`src/rtl/quad_pkg.sv`:
```
// ---------------------------------------------------------------------------
// quad_pkg
// Shared types and constants for the quadrature decoder:
//   - state_t   : decoder FSM states (INIT while the pins settle, RUN to decode)
//   - S00..S01  : 2-bit {A,B} phase states in up-count order
//   - DIR_UP/DIR_DOWN : encoding of the dir output
//   - trans_t / classify() : classification of one filtered phase transition
// ---------------------------------------------------------------------------
package quad_pkg;

    typedef enum logic {
        INIT = 1'b0,
        RUN  = 1'b1
    } state_t;

    localparam logic [1:0] S00 = 2'b00;
    localparam logic [1:0] S10 = 2'b10;
    localparam logic [1:0] S11 = 2'b11;
    localparam logic [1:0] S01 = 2'b01;

    localparam logic DIR_UP   = 1'b1;
    localparam logic DIR_DOWN = 1'b0;

    typedef enum logic [1:0] {
        TR_NONE    = 2'd0,
        TR_UP      = 2'd1,
        TR_DOWN    = 2'd2,
        TR_ILLEGAL = 2'd3
    } trans_t;

    // Up order with A leading is 00 -> 10 -> 11 -> 01 -> 00. Any single-bit
    // change not on that list is necessarily a step in the reverse order.
    function automatic trans_t classify(input logic [1:0] prev,
                                        input logic [1:0] cur);
        trans_t t;
        t = TR_NONE;
        if (prev != cur) begin
            if ((prev ^ cur) == 2'b11) begin
                t = TR_ILLEGAL;
            end else begin
                case ({prev, cur})
                    {S00, S10},
                    {S10, S11},
                    {S11, S01},
                    {S01, S00}: t = TR_UP;
                    default:    t = TR_DOWN;
                endcase
            end
        end
        return t;
    endfunction

endpackage

```
`src/rtl/quad_filter.sv`:
```
// ---------------------------------------------------------------------------
// quad_filter
// One encoder channel: 2-FF synchronizer followed by a stability filter.
// The filtered level only follows the synchronized level after it has
// differed for FILTER_LEN consecutive cycles; shorter glitches are dropped.
// Ports:
//   clock   : system clock
//   reset   : asynchronous active-high reset, clears all state
//   pin_i   : raw asynchronous pin
//   level_o : filtered, synchronous level
// ---------------------------------------------------------------------------
module quad_filter #(
    parameter int FILTER_LEN = 3
) (
    input  logic clock,
    input  logic reset,
    input  logic pin_i,
    output logic level_o
);

    // Counter only needs to hold 0 .. FILTER_LEN-1.
    localparam int CNT_W = (FILTER_LEN < 2) ? 1 : $clog2(FILTER_LEN);
    localparam logic [CNT_W-1:0] CNT_LAST = CNT_W'(FILTER_LEN - 1);

    logic             sync1_q;
    logic             sync2_q;
    logic             level_q;
    logic             level_d;
    logic [CNT_W-1:0] cnt_q;
    logic [CNT_W-1:0] cnt_d;

    always_comb begin
        level_d = level_q;
        cnt_d   = '0;
        if (sync2_q != level_q) begin
            // Reaching FILTER_LEN commits the new level; counter drops back to 0.
            if (cnt_q == CNT_LAST) begin
                level_d = sync2_q;
            end else begin
                cnt_d = cnt_q + 1'b1;
            end
        end
    end

    always_ff @(posedge clock or posedge reset) begin
        if (reset) begin
            sync1_q <= 1'b0;
            sync2_q <= 1'b0;
            level_q <= 1'b0;
            cnt_q   <= '0;
        end else begin
            sync1_q <= pin_i;
            sync2_q <= sync1_q;
            level_q <= level_d;
            cnt_q   <= cnt_d;
        end
    end

    assign level_o = level_q;

endmodule

```
`src/rtl/quad_decoder.sv`:
```
// ---------------------------------------------------------------------------
// quad_decoder
// Incremental encoder front end: filters phases A/B, decodes each filtered
// transition into a one-cycle step pulse plus direction, and keeps a
// wrapping position count. Illegal (double) transitions set a sticky error.
// Ports:
//   clock      : system clock
//   reset      : asynchronous active-high reset
//   quad_a/b   : raw encoder phases (asynchronous)
//   counter_en : 1 lets steps move position, 0 holds it
//   clear      : synchronous clear of position and error
//   step       : one-cycle pulse per valid transition
//   dir        : direction of the last valid step (1 = up)
//   position   : WIDTH-bit wrapping count
//   error      : sticky illegal-transition flag
// ---------------------------------------------------------------------------
module quad_decoder
    import quad_pkg::*;
#(
    parameter int WIDTH      = 8,
    parameter int FILTER_LEN = 3
) (
    input  logic             clock,
    input  logic             reset,
    input  logic             quad_a,
    input  logic             quad_b,
    input  logic             counter_en,
    input  logic             clear,
    output logic             step,
    output logic             dir,
    output logic [WIDTH-1:0] position,
    output logic             error
);

    // INIT spans FILTER_LEN+3 cycles: enough for a pin level present at reset
    // release to cross the synchronizer and filter and land in prev_q.
    localparam int INIT_LAST = FILTER_LEN + 2;
    localparam int INIT_W    = $clog2(INIT_LAST + 1);
    localparam logic [INIT_W-1:0] INIT_END = INIT_W'(INIT_LAST);

    logic             filt_a;
    logic             filt_b;
    logic [1:0]       phase_cur;
    trans_t           trans;

    state_t           state_q;
    state_t           state_d;
    logic [INIT_W-1:0] init_cnt_q;
    logic [INIT_W-1:0] init_cnt_d;

    logic [1:0]       prev_q;
    logic             step_q;
    logic             step_d;
    logic             dir_q;
    logic             dir_d;
    logic [WIDTH-1:0] pos_q;
    logic [WIDTH-1:0] pos_d;
    logic             err_q;
    logic             err_d;

    quad_filter #(.FILTER_LEN(FILTER_LEN)) u_filt_a (
        .clock   (clock),
        .reset   (reset),
        .pin_i   (quad_a),
        .level_o (filt_a)
    );

    quad_filter #(.FILTER_LEN(FILTER_LEN)) u_filt_b (
        .clock   (clock),
        .reset   (reset),
        .pin_i   (quad_b),
        .level_o (filt_b)
    );

    assign phase_cur = {filt_a, filt_b};

    // FSM next state: INIT counts out its settling window, RUN is terminal.
    always_comb begin
        state_d    = state_q;
        init_cnt_d = init_cnt_q;
        case (state_q)
            INIT: begin
                if (init_cnt_q == INIT_END) begin
                    state_d    = RUN;
                    init_cnt_d = '0;
                end else begin
                    init_cnt_d = init_cnt_q + 1'b1;
                end
            end
            RUN: begin
                state_d = RUN;
            end
            default: begin
                state_d    = INIT;
                init_cnt_d = '0;
            end
        endcase
    end

    always_ff @(posedge clock or posedge reset) begin
        if (reset) begin
            state_q    <= INIT;
            init_cnt_q <= '0;
        end else begin
            state_q    <= state_d;
            init_cnt_q <= init_cnt_d;
        end
    end

    // Decode: only RUN produces steps or errors. clear overrides the
    // position/error update but leaves step/dir reporting intact.
    always_comb begin
        trans  = classify(prev_q, phase_cur);
        step_d = 1'b0;
        dir_d  = dir_q;
        pos_d  = pos_q;
        err_d  = err_q;
        if (state_q == RUN) begin
            case (trans)
                TR_UP: begin
                    step_d = 1'b1;
                    dir_d  = DIR_UP;
                    if (counter_en) pos_d = pos_q + WIDTH'(1);
                end
                TR_DOWN: begin
                    step_d = 1'b1;
                    dir_d  = DIR_DOWN;
                    if (counter_en) pos_d = pos_q - WIDTH'(1);
                end
                TR_ILLEGAL: begin
                    err_d = 1'b1;
                end
                default: begin
                end
            endcase
        end
        if (clear) begin
            pos_d = '0;
            err_d = 1'b0;
        end
    end

    // prev_q follows the filtered phase every cycle, in INIT and on errors.
    always_ff @(posedge clock or posedge reset) begin
        if (reset) begin
            prev_q <= S00;
            step_q <= 1'b0;
            dir_q  <= DIR_DOWN;
            pos_q  <= '0;
            err_q  <= 1'b0;
        end else begin
            prev_q <= phase_cur;
            step_q <= step_d;
            dir_q  <= dir_d;
            pos_q  <= pos_d;
            err_q  <= err_d;
        end
    end

    assign step     = step_q;
    assign dir      = dir_q;
    assign position = pos_q;
    assign error    = err_q;

endmodule

```
`config.mk`:
```
export PLATFORM = sky130hd
export DESIGN_NAME = quad_decoder
export DESIGN_NICKNAME = d
export VERILOG_FILES = /design/src/rtl/quad_pkg.sv /design/src/rtl/quad_filter.sv /design/src/rtl/quad_decoder.sv
export SDC_FILE = /design/constraint.sdc
export NUM_CORES = 1
export LEC_CHECK = 0
export ABC_AREA = 1
export BUFFER_PORTS_ARGS = -buffer_cell sky130_fd_sc_hd__buf_4
export CORE_ASPECT_RATIO = 0.7
export CORE_MARGIN = 2
export CORE_UTILIZATION = 33
export DETAILED_ROUTE_END_ITERATION = 7
export PLACE_DENSITY = 0.5
export SLEW_MARGIN = 20
export SYNTH_ARGS = -nofsm -noshare
export SYNTH_HDL_FRONTEND = slang
export SYNTH_SLANG_ARGS = --single-unit
```
`constraint.sdc`:
```
create_clock -name clock -period 3.6 [get_ports clock]
set_input_delay 0 -clock clock [delete_from_list [all_inputs] [get_ports clock]]
set_output_delay 0 -clock clock [all_outputs]
set_load 0.01 [all_outputs]
```
Word-level counts from Yosys, hierarchy flattened
Index checks and enable logic that the tools add are counted.
- add/subtract/negate cells: 5
- reductions and logical operators: 11
- multiplexer cells: 21
- bitwise operators: 2
- equal/unequal tests: 16
- operators by type and width (kind ; count):
    8-bit 2-to-1 mux ; 4
    8-bit one-hot mux with 2 select lines ; 1
    2-bit 2-to-1 mux ; 7
    2-bit == test, second input constant ; 5
    8-bit by 1-bit adder with 8-bit output, second input constant ; 1
    4-bit == test, second input constant ; 2
    2-bit AND reduction ; 4
    8-bit by 1-bit subtractor with 8-bit output, second input constant ; 1
    1-bit 2-to-1 mux ; 6
    3-bit inequality test, second input constant ; 2
    2-bit nonzero test ; 3
    2-bit by 1-bit adder with 2-bit output, second input constant ; 2
    4-bit by 2-bit == test with 1-bit output, second input constant ; 1
    4-bit by 3-bit == test with 1-bit output, second input constant ; 1
    1-bit one-hot mux with 2 select lines ; 2
    4-bit AND reduction ; 1
    4-bit OR reduction ; 1
    3-bit by 1-bit adder with 3-bit output, second input constant ; 1
    3-bit == test, second input constant ; 1
    3-bit 2-to-1 mux ; 1
    3-bit nonzero test ; 1
    2-bit by 1-bit == test with 1-bit output, second input constant ; 1
    1-bit inequality test ; 2
    2-bit inequality test ; 1
    other kinds (3) ; 3
- output and inout bits: 11
- register bits: 27

Logic depth before layout (Yosys ltp)
Gate-level depths: netlist (run 1).
- depth after elaboration: 9
- gate-level depth with buffers: 14
- gate-level depth less buffers: 14

By module
From an unflattened synthesis (run 1), not the netlist that was laid out.
- cells, all modules: 175
- area, all modules: 1440.1 sq um
- by module, submodules not included (module ; times used ; sequential area each (sq um) ; cells each ; area each (sq um)):
    quad_decoder ; 1 ; 425.4 ; 131 ; 1059.8
    quad_filter ; 2 ; 125.1 ; 22 ; 190.2

Worst setup path before layout (run 1)
No wires, ideal clock.
- path type: register to register
- from: register u_filt_a.level_q (netlist: u_filt_a.level_o)
- to: register pos_q[6] (netlist: position[6])
- stages on the path, launching flop included: 12
- clock period less this slack: 2.194 ns
- library setup time: 0.117 ns
- slack: 1.406 ns
- arrival: 2.077 ns
- path buffers: 0
- cells stage by stage: dfrtp_1 > xnor2_1 > inv_1 > o21ai_1 > inv_1 > ha_1 > ha_1 > or2_1 > nand3b_1 > nand3b_1 > nand3_1 > nand2_1
- longest elaborated chain between the ends: 9
- elaborated cells on any way between the ends: 20
- classes of those cells: eq/ne: 10; mux: 6; bitwise: 1; reduce/logical: 3
- ends and longest elaborated chain (item ; line ; RTL):
    start: declaration ; quad_filter.sv:27 ; logic level_q;
    start signal: assignment ; quad_filter.sv:54 ; level_q <= level_d;
    4-bit by 2-bit == test with 1-bit output, or another cell as far along ; quad_pkg.sv:41 ; case ({prev, cur})
    4-bit OR reduction ; quad_pkg.sv:41 ;
    2-bit 2-to-1 mux ; quad_pkg.sv:41 ;
    2-bit 2-to-1 mux ; quad_pkg.sv:38 ; if ((prev ^ cur) == 2'b11) begin
    2-bit 2-to-1 mux * ; quad_pkg.sv:37 ; if (prev != cur) begin
    2-bit == test / 2-bit by 1-bit == test with 1-bit output (equally long branches) ; quad_decoder.sv:119 ; case (trans)
    8-bit one-hot mux with 2 select lines ; quad_decoder.sv:119 ;
    8-bit 2-to-1 mux ; quad_decoder.sv:118 ; if (state_q == RUN) begin
    8-bit 2-to-1 mux ; quad_decoder.sv:137 ; if (clear) begin
    end signal: assignment ; quad_decoder.sv:155 ; pos_q <= pos_d;
    end: declaration ; quad_decoder.sv:56 ; logic [WIDTH-1:0] pos_q;
Every way passes the cells marked *; elsewhere a longest branch is shown, timed or not. The select of a mux whose other input is x is not followed.
A chain may end at the register's enable or synchronous reset.

Worst setup path after layout (run 1)
Same ends and word-level chain as after synthesis.

==> key figures, run 1 <==
Synth
  • EDFF count, synth: 0
  • Synth area leaders: dfrtp_1 49%, nand2_1 10%, ha_1 7.3%
  • Synthesized instance count: 152
  • Syn nets: 167
  • Top-area cell type share of the netlist area: 49.0%
  • Commonest cells post-synth: 38 x nand2_1, 27 x dfrtp_1, 23 x inv_1
  • Synth Warn #: 0
  • Ys async rst share: 100%
  • Dominant cell by count in the synthesized netlist: nand2_1
  • Syn Std Cell Area: 1380 µm²
  • Post-synthesis register bit count: 27
  • Largest area contributor in the netlist: dfrtp_1
  • Main synth FF type: dfrtp_1
  • Synth unique cells: 25
  • Seq/Total Area, Yosys: 49.0%
  • Avg Inst Size Synth: 9.08 µm²

Clock network
  • CTS H-Tree Depth: 1
  • Maximum root-to-sink buffer count: 2
  • Clock transition at path regs: 90 ps
  • Root buf cell: clkbuf_8
  • Post-CTS Hold Buffers: 4
  • Post-CTS Setup Bufs: 0
  • Post-cts repair resize count: 0
  • Clock latency on the worst-skew pair: 270 ps
  • CTS tree: done
  • CTS sink count: 27
  • CTS Buf Count: 3

Die
  • Initial Util: 34.8%
  • Die ar.: 4720 µm²
  • Row count: 19
  • Die height: 58.1 µm
  • I/O pins: 17
  • Die Wd: 81.3 µm
  • Core Region: 3970 µm²

GRT
  • Number of global-route vias before repair: 973
  • Pin count of the biggest net entering global routing: 28
  • Global-route wire length before repair: 4350 µm
  • Initial antenna violation count: 0
  • GRT Util Overall: 12.0%
  • GRT Residual Overflow: 0

STA
  • Setup ws final: 1150 ps
  • Final setup violation count: 0
  • WHS: 169 ps
  • Max-slew headroom: 38.9%
  • Max-slew violations: 0
  • Setup tns final: 0 ps
  • Final Hold Viols: 0
  • Worst Tran Pin Value: 910 ps
  • Final period utilization: 68.0%
  • Max Freq: 409 MHz
  • Skew final: 4.99 ps
  • RSZ-0062 raised after global routing: false
  • Min Tclk post-route: 2450 ps

Worst setup path
  • Critical Path AT: 2620 ps
  • Worst Setup End Kind: flip-flop
  • Kind of critical path: reg2reg
  • R2R cell count: 11
  • Reg2Reg Setup Slack: 1150 ps
  • Startpoint types: flip-flop
  • R2r startpoint: u_filt_a.level_o
  • CP required: 3770 ps
  • RR Endpoint: position[6]
  • Critical path peak fanout: 10

Detailed routing
  • DR DRC count: 0
  • Via/cell ratio: 4.33
  • Routed len/inst: 10.8 µm
  • Post-route ant nets: 0
  • Detailed router's first-iteration violation count: 42
  • DRT Pass-1 Iters: 4
  • Vias: 988
  • Final wirelength: 2450 µm

Finish
  • Layout cells sized above 1: 17.6%
  • NumNets Final: 192
  • # diodes: 0
  • Area grow syn2layout: 19.7%

Run status
  • Status: finished, final reports clean

Pwr
  • Static Leak: 0.887 nW
  • Maximum vdd drop: 0.000619 V
  • PD cells: 969 nW/µm²

Hold path
  • Hold Crit Start: counter_en
  • Hold WC Path Type: in2reg
  • Hold endpoint: position[0]
  • Worst hold stages: 5

Run
  • Max_cap viols: 0

Placement
  • Routability Congestion: 0.857
  • Hpwl dp: 1930 µm
  • Pre-CTS setup slack: 1150 ps
  • Port buffer count: 16
-- cell type report --
type | instances | area, µm²
fill | 410 | 2320
tap | 52 | 65.1
timing repair buffer | 20 | 160
clock inverter | 1 | 5.00
inverter | 24 | 95.1
sequential | 27 | 676
multi-input combinational | 101 | 609
clock buffer | 3 | 41.3
-- logic make-up (layout without fill, tap and decap cells) --
logic type	Yosys count	in the layout	synth area share (%)
flops	27	27	49.0
xor+xnor	8	8	5.08
fa+ha+maj	9	9	8.70
mux	2	2	1.45
simple gates	67	67	21.9
compound gates	15	15	6.98
buf+inv	24	48	6.89
-- registers in the layout, summed over array words and instances (netlist names), 2 cells and up --
| name | flops |
|---|---|
| position | 8 |
| u_filt_b.cnt_q | 2 |
| init_cnt_q | 3 |
| prev_q | 2 |
| u_filt_a.cnt_q | 2 |
-- worst max-delay path by stage --
stage                      from           to  slack, ps  depth (start not counted)
6_report       u_filt_a.level_o  position[6]       1150                         11
5_1_grt        u_filt_b.level_o  position[7]        900                         13
4_1_cts        u_filt_a.level_o  position[6]       1130                         11
3_5_place_dp   u_filt_a.level_o  position[6]       1150                         11
3_3_place_gp   u_filt_a.level_o  position[6]       1170                         12
2_1_floorplan  u_filt_a.level_o  position[6]       1410                         11
-- critical path: stages, from the launching register on --
cell and delay [ps]:
dfrtp_1 460, xnor2_1 220, inv_1 50, o21ai_1 180, inv_1 70, ha_1 340, ha_1 400, or2_1 280
nand3b_1 120, nand3b_1 90, nand3_1 90, nand2_1 50
-- where the power goes --
group          total [W]  internal (W)  switching [W]
sequential      0.000450      0.000383      0.0000661
clock           0.000165     0.0000774      0.0000878
combinational   0.000986      0.000396       0.000590
total            0.00160      0.000857       0.000744
-- cells in the final DEF (no fill, tap or decap), drive strengths merged --
cell type | netlist | layout
nor2 | 11 | 11
dlygate4sd3 | 0 | 4
clkbuf | 0 | 3
dfrtp | 27 | 27
o21a | 1 | 1
nor3 | 4 | 4
fa | 1 | 1
nand3b | 2 | 2
a22o | 1 | 1
o21ai | 6 | 6
or2 | 1 | 1
xnor2 | 6 | 6
a21oi | 7 | 7
buf | 0 | 16
inv | 23 | 22
nand3 | 9 | 9
nand2 | 40 | 40
xor2 | 2 | 2
ha | 8 | 8
clkinv | 1 | 3
mux2i | 2 | 2
-- per-stage QoR --
step / cells / area, µm² / power, W / util [%]
floorplan: 152 / 1380 / 0.00122 / -
global placement: 220 / 1570 / 0.00142 / 39.4
detailed placement: 220 / 1570 / 0.00144 / 39.4
CTS: 228 / 1650 / 0.00163 / 41.6
global route: 228 / 1650 / 0.00179 / 41.6
finish: 228 / 1650 / 0.00160 / 41.6
-- metal layers --
| metal | up-vias | track usage, % | part of all wire, % |
|---|---|---|---|
| li1 | 529 | - | - |
| met1 | 448 | 16.5 | 52 |
| met2 | 11 | 19.3 | 44 |
| met3 | 0 | 4.21 | 4.0 |
| met4 | 0 | 0.726 | 0 |
| met5 | - | 0 | 0 |
Note: power is estimated with default switching activity, not from simulation.
==> run 2, diff against run 1 <==
- ABC_AREA: 1 -> 0
- PLACE_DENSITY: 0.5 -> 0.52
- clock period: 3.6 -> 2.25 ns (I/O delays scaled with it)
==> run 2 against run 1 <==
Sequential power increased by 84%. Fmax decreased by 3.9%. Utilization increased by 7.5 points. Combinational power increased by 120%. The flow now finishes with violations (negative setup slack). Cell area increased by 18%. Die area about the same. Critical path type unchanged. Highest routed layer is now met4. Critical endpoint unchanged. Via count increased by 4.8%. Sequential cell count unchanged.
==> key figures, run 2 <==
GRT
  • Number of global-route vias before repair: 1020 (+4.8%)
  • GRT Residual Overflow: 0 (unchanged)
  • Initial antenna violation count: 0 (unchanged)
  • Pin count of the biggest net entering global routing: 28 (unchanged)
  • Global-route wire length before repair: 4910 µm (+13%)
  • GRT Util Overall: 13.8% (+1.8 points)

Synth
  • Synth area leaders: dfrtp_1 49%, ha_1 7.2%, xnor2_1 3.8%
  • Synth Warn #: 0 (unchanged)
  • Synthesized instance count: 127 (-16%)
  • Top-area cell type share of the netlist area: 48.9% (about the same)
  • Seq/Total Area, Yosys: 48.9% (about the same)
  • Ys async rst share: 100% (unchanged)
  • Syn Std Cell Area: 1380 µm² (about the same)
  • Avg Inst Size Synth: 10.9 µm² (+20%)
  • Dominant cell by count in the synthesized netlist: dfrtp_1
  • Synth unique cells: 36 (+44%)
  • Syn nets: 142 (-15%)
  • Commonest cells post-synth: 27 x dfrtp_1, 8 x ha_1, 8 x nand2_1
  • Main synth FF type: dfrtp_1
  • Post-synthesis register bit count: 27 (unchanged)
  • Largest area contributor in the netlist: dfrtp_1
  • EDFF count, synth: 0 (unchanged)

Detailed routing
  • Final wirelength: 2900 µm (+18%)
  • Vias: 1035 (+4.8%)
  • DR DRC count: 0 (unchanged)
  • DRT Pass-1 Iters: 3 (-1)
  • Routed len/inst: 13.1 µm (+22%)
  • Via/cell ratio: 4.66 (+7.6%)
  • Detailed router's first-iteration violation count: 45 (+7.1%)
  • Post-route ant nets: 0 (unchanged)

Pwr
  • PD cells: 1690 nW/µm² (+74%)
  • Maximum vdd drop: 0.000779 V (+26%)
  • Static Leak: 0.903 nW (+1.8%)

Clock network
  • Clock latency on the worst-skew pair: 270 ps (about the same)
  • CTS Buf Count: 3 (unchanged)
  • CTS H-Tree Depth: 1 (unchanged)
  • CTS tree: done
  • Clock transition at path regs: 90 ps (about the same)
  • Maximum root-to-sink buffer count: 2 (unchanged)
  • CTS sink count: 27 (unchanged)
  • Root buf cell: clkbuf_8

STA
  • Max-slew headroom: 73.6% (+35 points)
  • RSZ-0062 raised after global routing: true
  • Setup tns final: -783 ps (-783 ps)
  • Max Freq: 393 MHz (-3.9%)
  • Min Tclk post-route: 2550 ps (+98.1 ps)
  • Final Hold Viols: 0 (unchanged)
  • Final period utilization: 113% (+45 points)
  • Final setup violation count: 5 (+5)
  • Max-slew violations: 0 (unchanged)
  • Setup ws final: -296 ps (-1450 ps)
  • Skew final: 3.28 ps (-1.71 ps)
  • Worst Tran Pin Value: 395 ps (-516 ps)

Worst setup path
  • Critical path peak fanout: 7 (-3)
  • Kind of critical path: reg2reg
  • CP required: 2400 ps (-1370 ps)
  • Worst Setup End Kind: flip-flop
  • Critical Path AT: 2700 ps (+80 ps)
  • Startpoint types: flip-flop

Placement
  • Hpwl dp: 2150 µm (+11%)
  • Pre-CTS setup slack: -342 ps (-1490 ps)
  • Routability Congestion: 0.770 (-10%)
  • Post-placement cell area: 1750 µm² (+12%)
  • Port buffer count: 16 (unchanged)

Finish
  • Layout cells sized above 1: 38.8% (+21 points)
  • Area grow syn2layout: 41.0%
  • Max reg flops: 8 (unchanged)
  • # diodes: 0 (unchanged)
  • Most frequent cells in the layout: 38 x buf_4, 25 x dfrtp_1, 7 x nand2_1
  • # fillers: 370 (-9.8%)
  • Design area: 1950 µm² (+18%)
  • Most common cell after layout, fill and taps aside: buf_4
  • NumNets Final: 186 (-3.1%)

Run
  • Max_cap viols: 0 (unchanged)

Die
  • Core Region: 3970 µm² (unchanged)
  • Row count: 19 (unchanged)
  • Die Wd: 81.3 µm (about the same)
  • Die ar.: 4730 µm² (about the same)
  • Initial Util: 34.8% (about the same)
  • Die height: 58.1 µm (about the same)
  • I/O pins: 17 (unchanged)

Hold path
  • Hold WC Path Type: in2reg

Run status
  • Status: finished with violations
  • Failing checks: negative setup slack
-- run 2: cell count changes after synthesis, moves of 3 or more --
cell / before / now
nand3_1: 9 / 4
o211ai_1: 0 / 3
inv_1: 23 / 6
a21o_1: 0 / 3
nor3b_1: 0 / 3
nand2_1: 38 / 8
o21ai_0: 1 / 4
clkbuf_1: 0 / 4
nor2_2: 3 / 0
nor2b_1: 0 / 3
nand2b_1: 0 / 4
-- run 2: worst max-delay path: stages (launching register included) --
cell and delay (ps):
dfrtp_2 460, mux2i_1 140, o21a_1 230, ha_4 200, buf_4 130, buf_6 120
fa_2 360, a21o_1 200, a21o_1 210, a21oi_2 160, nand4b_1 130, nand3_1 80
-- run 2: kinds of logic after synthesis --
family	Yosys count	synth area share (%)
multiplexers	6	4.62
adder cells (fa/ha/maj)	9	8.70
XOR/XNOR	9	5.71
AO/OA/AOI/OAI	30	15.3
AND/OR/NAND/NOR	35	13.7
buffers and inverters	11	3.08
flip-flops	27	48.9
-- run 2: cell type report --
type / instances / area [µm²] / area share (%)
sequential: 27 / 678 / 34.8
tap: 52 / 65.1 / 3.34
clock buffer: 3 / 41.3 / 2.12
timing repair buffer: 44 / 348 / 17.9
clock inverter: 1 / 7.51 / 0.385
inverter: 6 / 22.5 / 1.16
multi-input combinational: 89 / 786 / 40.3
-- run 2: per-stage QoR --
step / instances / util, % / power, W / hold slack, ps
2_1_floorplan: 127 / - / 0.00197 / 31.4
3_3_place_gp: 209 / 44.1 / 0.00264 / 85.1
3_5_place_dp: 209 / 44.1 / 0.00268 / 91.2
4_1_cts: 221 / 48.4 / 0.00320 / 192
5_1_grt: 222 / 49.1 / 0.00358 / 232
6_report: 222 / 49.1 / 0.00329 / 217
-- run 2: final timing paths --
check / start / endpoint / slack, ps / cells past startpoint
setup / recovery: u_filt_b.level_o / position[6] / -300 / 11
hold / removal: counter_en / position[1] / 220 / 4
setup reg to reg: u_filt_b.level_o / position[6] / -300 / 11
hold reg to reg: u_filt_a.sync1_q / u_filt_a.sync2_q / 360 / 0
max in group asynchronous: reset / u_filt_b.level_o / 1640 / 4
min in group asynchronous: reset / u_filt_a.cnt_q[1] / 330 / 4
-- run 2: timing repair --
item	CTS	global route
resized for setup	10	4
hold endpoints to repair	34	0
endpoints found under the setup margin	4	5
buffers inserted	5	2
hold buffers	4	0
pin swaps	12	11
-- run 2: report_power, final --
part | leakage [nW] | internal (W) | switching [W]
clock network | 0.0217 | 0.000126 | 0.000152
logic | 0.542 | 0.00123 | 0.000951
registers | 0.339 | 0.000647 | 0.000183
total | 0.903 | 0.00200 | 0.00129
-- run 2: layer usage --
| metal | vias up | GRT usage, % | wire (µm) |
|---|---|---|---|
| met5 | - | 0 | 0 |
| met4 | 0 | 3.63 | 21 |
| met3 | 2 | 2.96 | 88 |
| met2 | 13 | 19.8 | 1300 |
| met1 | 488 | 21.1 | 1490 |
| li1 | 532 | - | - |
==> run 3, diff against run 2 <==
- GPL_ROUTABILITY_DRIVEN: not set -> 0
- MAX_ROUTING_LAYER: not set -> met4
- PLACE_DENSITY: 0.52 -> not set
==> run 3 against run 2 <==
Highest routed layer unchanged. The flow still finishes with violations (negative setup slack). Non-clock buffer count unchanged. Die area is the same. Global-route usage about the same.
==> key figures, run 3 (same netlist as run 2, synthesis figures left out) <==
Run status
  • Status: finished with violations
  • Failing checks: negative setup slack

Detailed routing
  • Vias: 1079 (+4.3%)
  • Routed len/inst: 13.0 µm (-0.38%)
  • Routed wl met3: 111 µm (+26%)
  • Met2 Wirelength: 1340 µm (+3.1%)
  • Detailed router's first-iteration violation count: 34 (-24%)
  • Via/cell ratio: 4.86 (+4.3%)
  • Post-route ant nets: 0 (unchanged)
  • DRT Pass-1 Iters: 4 (+1)
  • M1 wire length: 1420 µm (-5.3%)
  • DR DRC count: 0 (unchanged)
  • Top Layer Used: met4
  • Final wirelength: 2890 µm (-0.38%)

Worst setup path
  • Critical path peak fanout: 8 (+1)
  • CP required: 2420 ps (+20 ps)
  • Worst Setup End Kind: flip-flop
  • Kind of critical path: reg2reg
  • R2R cell count: 10 (-1)
  • Critical Path AT: 2630 ps (-70 ps)
  • Startpoint types: flip-flop

Die
  • Die height: 58.1 µm (unchanged)
  • Die ar.: 4730 µm² (unchanged)
  • Core Region: 3970 µm² (unchanged)
  • Initial Util: 34.8% (unchanged)
  • Die Wd: 81.3 µm (unchanged)
  • I/O pins: 17 (unchanged)
  • Row count: 19 (unchanged)

Clock network
  • CTS H-Tree Depth: 1 (unchanged)
  • Clock transition at path regs: 100 ps (about the same)
  • Maximum root-to-sink buffer count: 2 (unchanged)
  • CTS Buf Count: 3 (unchanged)
  • Root buf cell: clkbuf_8
  • CTS sink count: 27 (unchanged)
  • Clock latency on the worst-skew pair: 280 ps (about the same)
  • CTS tree: done

Finish
  • Most common cell after layout, fill and taps aside: buf_4
  • NumNets Final: 186 (unchanged)
  • Area grow syn2layout: 36.4%
  • Max reg flops: 8 (unchanged)
  • Area occupied by multi-input gates: 733 µm² (-6.7%)
  • # diodes: 0 (unchanged)
  • Non-Filler Instances: 222 (unchanged)
  • Design area: 1880 µm² (-3.3%)
  • Register Area: 677 µm² (-0.18%)
  • Most frequent cells in the layout: 40 x buf_4, 26 x dfrtp_1, 7 x nand2_1, 6 x xnor2_1, 6 x inv_1
  • Layout cells sized above 1: 36.5% (-2.4 points)
  • # fillers: 348 (-5.9%)

STA
  • Setup ws final: -213 ps (+82.5 ps)
  • Skew final: 4.46 ps (+1.18 ps)
  • Min Tclk post-route: 2460 ps (-82.5 ps)
  • Worst Tran Pin Value: 354 ps (-40.5 ps)
  • Final setup violation count: 4 (-1)
  • RSZ-0062 raised after global routing: true
  • Final period utilization: 109% (-3.7 points)
  • Max-slew headroom: 76.4% (+2.8 points)
  • Max-slew violations: 0 (unchanged)
  • Final Hold Viols: 0 (unchanged)
  • Setup tns final: -605 ps (+178 ps)
  • Max Freq: 406 MHz (+3.3%)

GRT
  • GRT Util Overall: 13.8% (-0.033 points)
  • Initial antenna violation count: 0 (unchanged)
  • GRT Residual Overflow: 0 (unchanged)
  • Pin count of the biggest net entering global routing: 28 (unchanged)
  • Number of global-route vias before repair: 1038 (+1.8%)
  • Global-route wire length before repair: 4810 µm (-2.1%)

Placement
  • Port buffer count: 16 (unchanged)
  • Post-placement cell area: 1780 µm² (+1.7%)
  • Dpl cells: 213 (+1.9%)
  • Hpwl dp: 2170 µm (+0.95%)

Pwr
  • Maximum vdd drop: 0.000653 V (-16%)
  • PD cells: 1640 nW/µm² (-2.9%)
  • Static Leak: 0.906 nW (+0.29%)

Hold path
  • Hold WC Path Type: in2reg
  • Worst hold stages: 4 (unchanged)

Run
  • Max_cap viols: 0 (unchanged)
## run 3: changes by cell type in the layout (fill, tap and decap cells not counted), sizes merged
cell / change
clkinvlp: -1
clkinv: +1
## run 3: final cells by class
type | count | share of cell area, %
inverter | 6 | 1.20
multi-input combinational | 89 | 38.9
tap | 52 | 3.45
clock inverter | 1 | 0.266
clock buffer | 3 | 2.19
timing repair buffer | 44 | 18.1
sequential | 27 | 35.9
## run 3: worst max-delay path, stage by stage (launching register included)
cell and delay [ps]:
dfrtp_2 470, nand2b_4 160, nand3_2 70, o21a_1 190, ha_4 230, ha_4 230
a211oi_2 220, nor3_1 80, a211oi_2 160, mux2i_1 220, mux2_1 330
## run 3: what timing repair did
action / CTS / global route
pin swaps: 1 / 3
endpoints found under the setup margin: 5 / 4
hold buffers: 4 / 0
gates resized for setup: 4 / 0
hold endpoints to repair: 35 / 0
setup buffers: 1 / 0
## run 3: final timing paths
check | slack [ps] | from | endpoint
max in group asynchronous | 1640 | reset | u_filt_b.level_o
setup reg to reg | -210 | u_filt_b.level_o | position[7]
setup / recovery | -210 | u_filt_b.level_o | position[7]
hold / removal | 190 | counter_en | position[5]
min in group asynchronous | 330 | reset | position[1]
hold reg to reg | 350 | u_filt_b.sync1_q | u_filt_b.sync2_q
## run 3: metal layers
metal	global-route usage, %	vias up
met5	-	-
met4	3.15	0
met3	4.21	2
met2	20.5	16
met1	18.6	527
li1	-	534
## run 3: per-stage QoR
stage,utilization [%],setup slack [ps],total power (W),hold slack [ps]
global placement,44.8,-229,0.00270,84.9
global route,47.5,-369,0.00334,216
CTS,47.5,-213,0.00311,191
finish,47.5,-213,0.00309,190
floorplan,-,-217,0.00197,31.4
detailed placement,44.8,-312,0.00277,100
## run 3: report_power, final
| part | switching (W) | leakage (nW) | total [W] | internal, W |
|---|---|---|---|---|
| clock network | 0.000160 | 0.0255 | 0.000285 | 0.000124 |
| logic | 0.000887 | 0.540 | 0.00199 | 0.00110 |
| registers | 0.000172 | 0.340 | 0.000816 | 0.000645 |
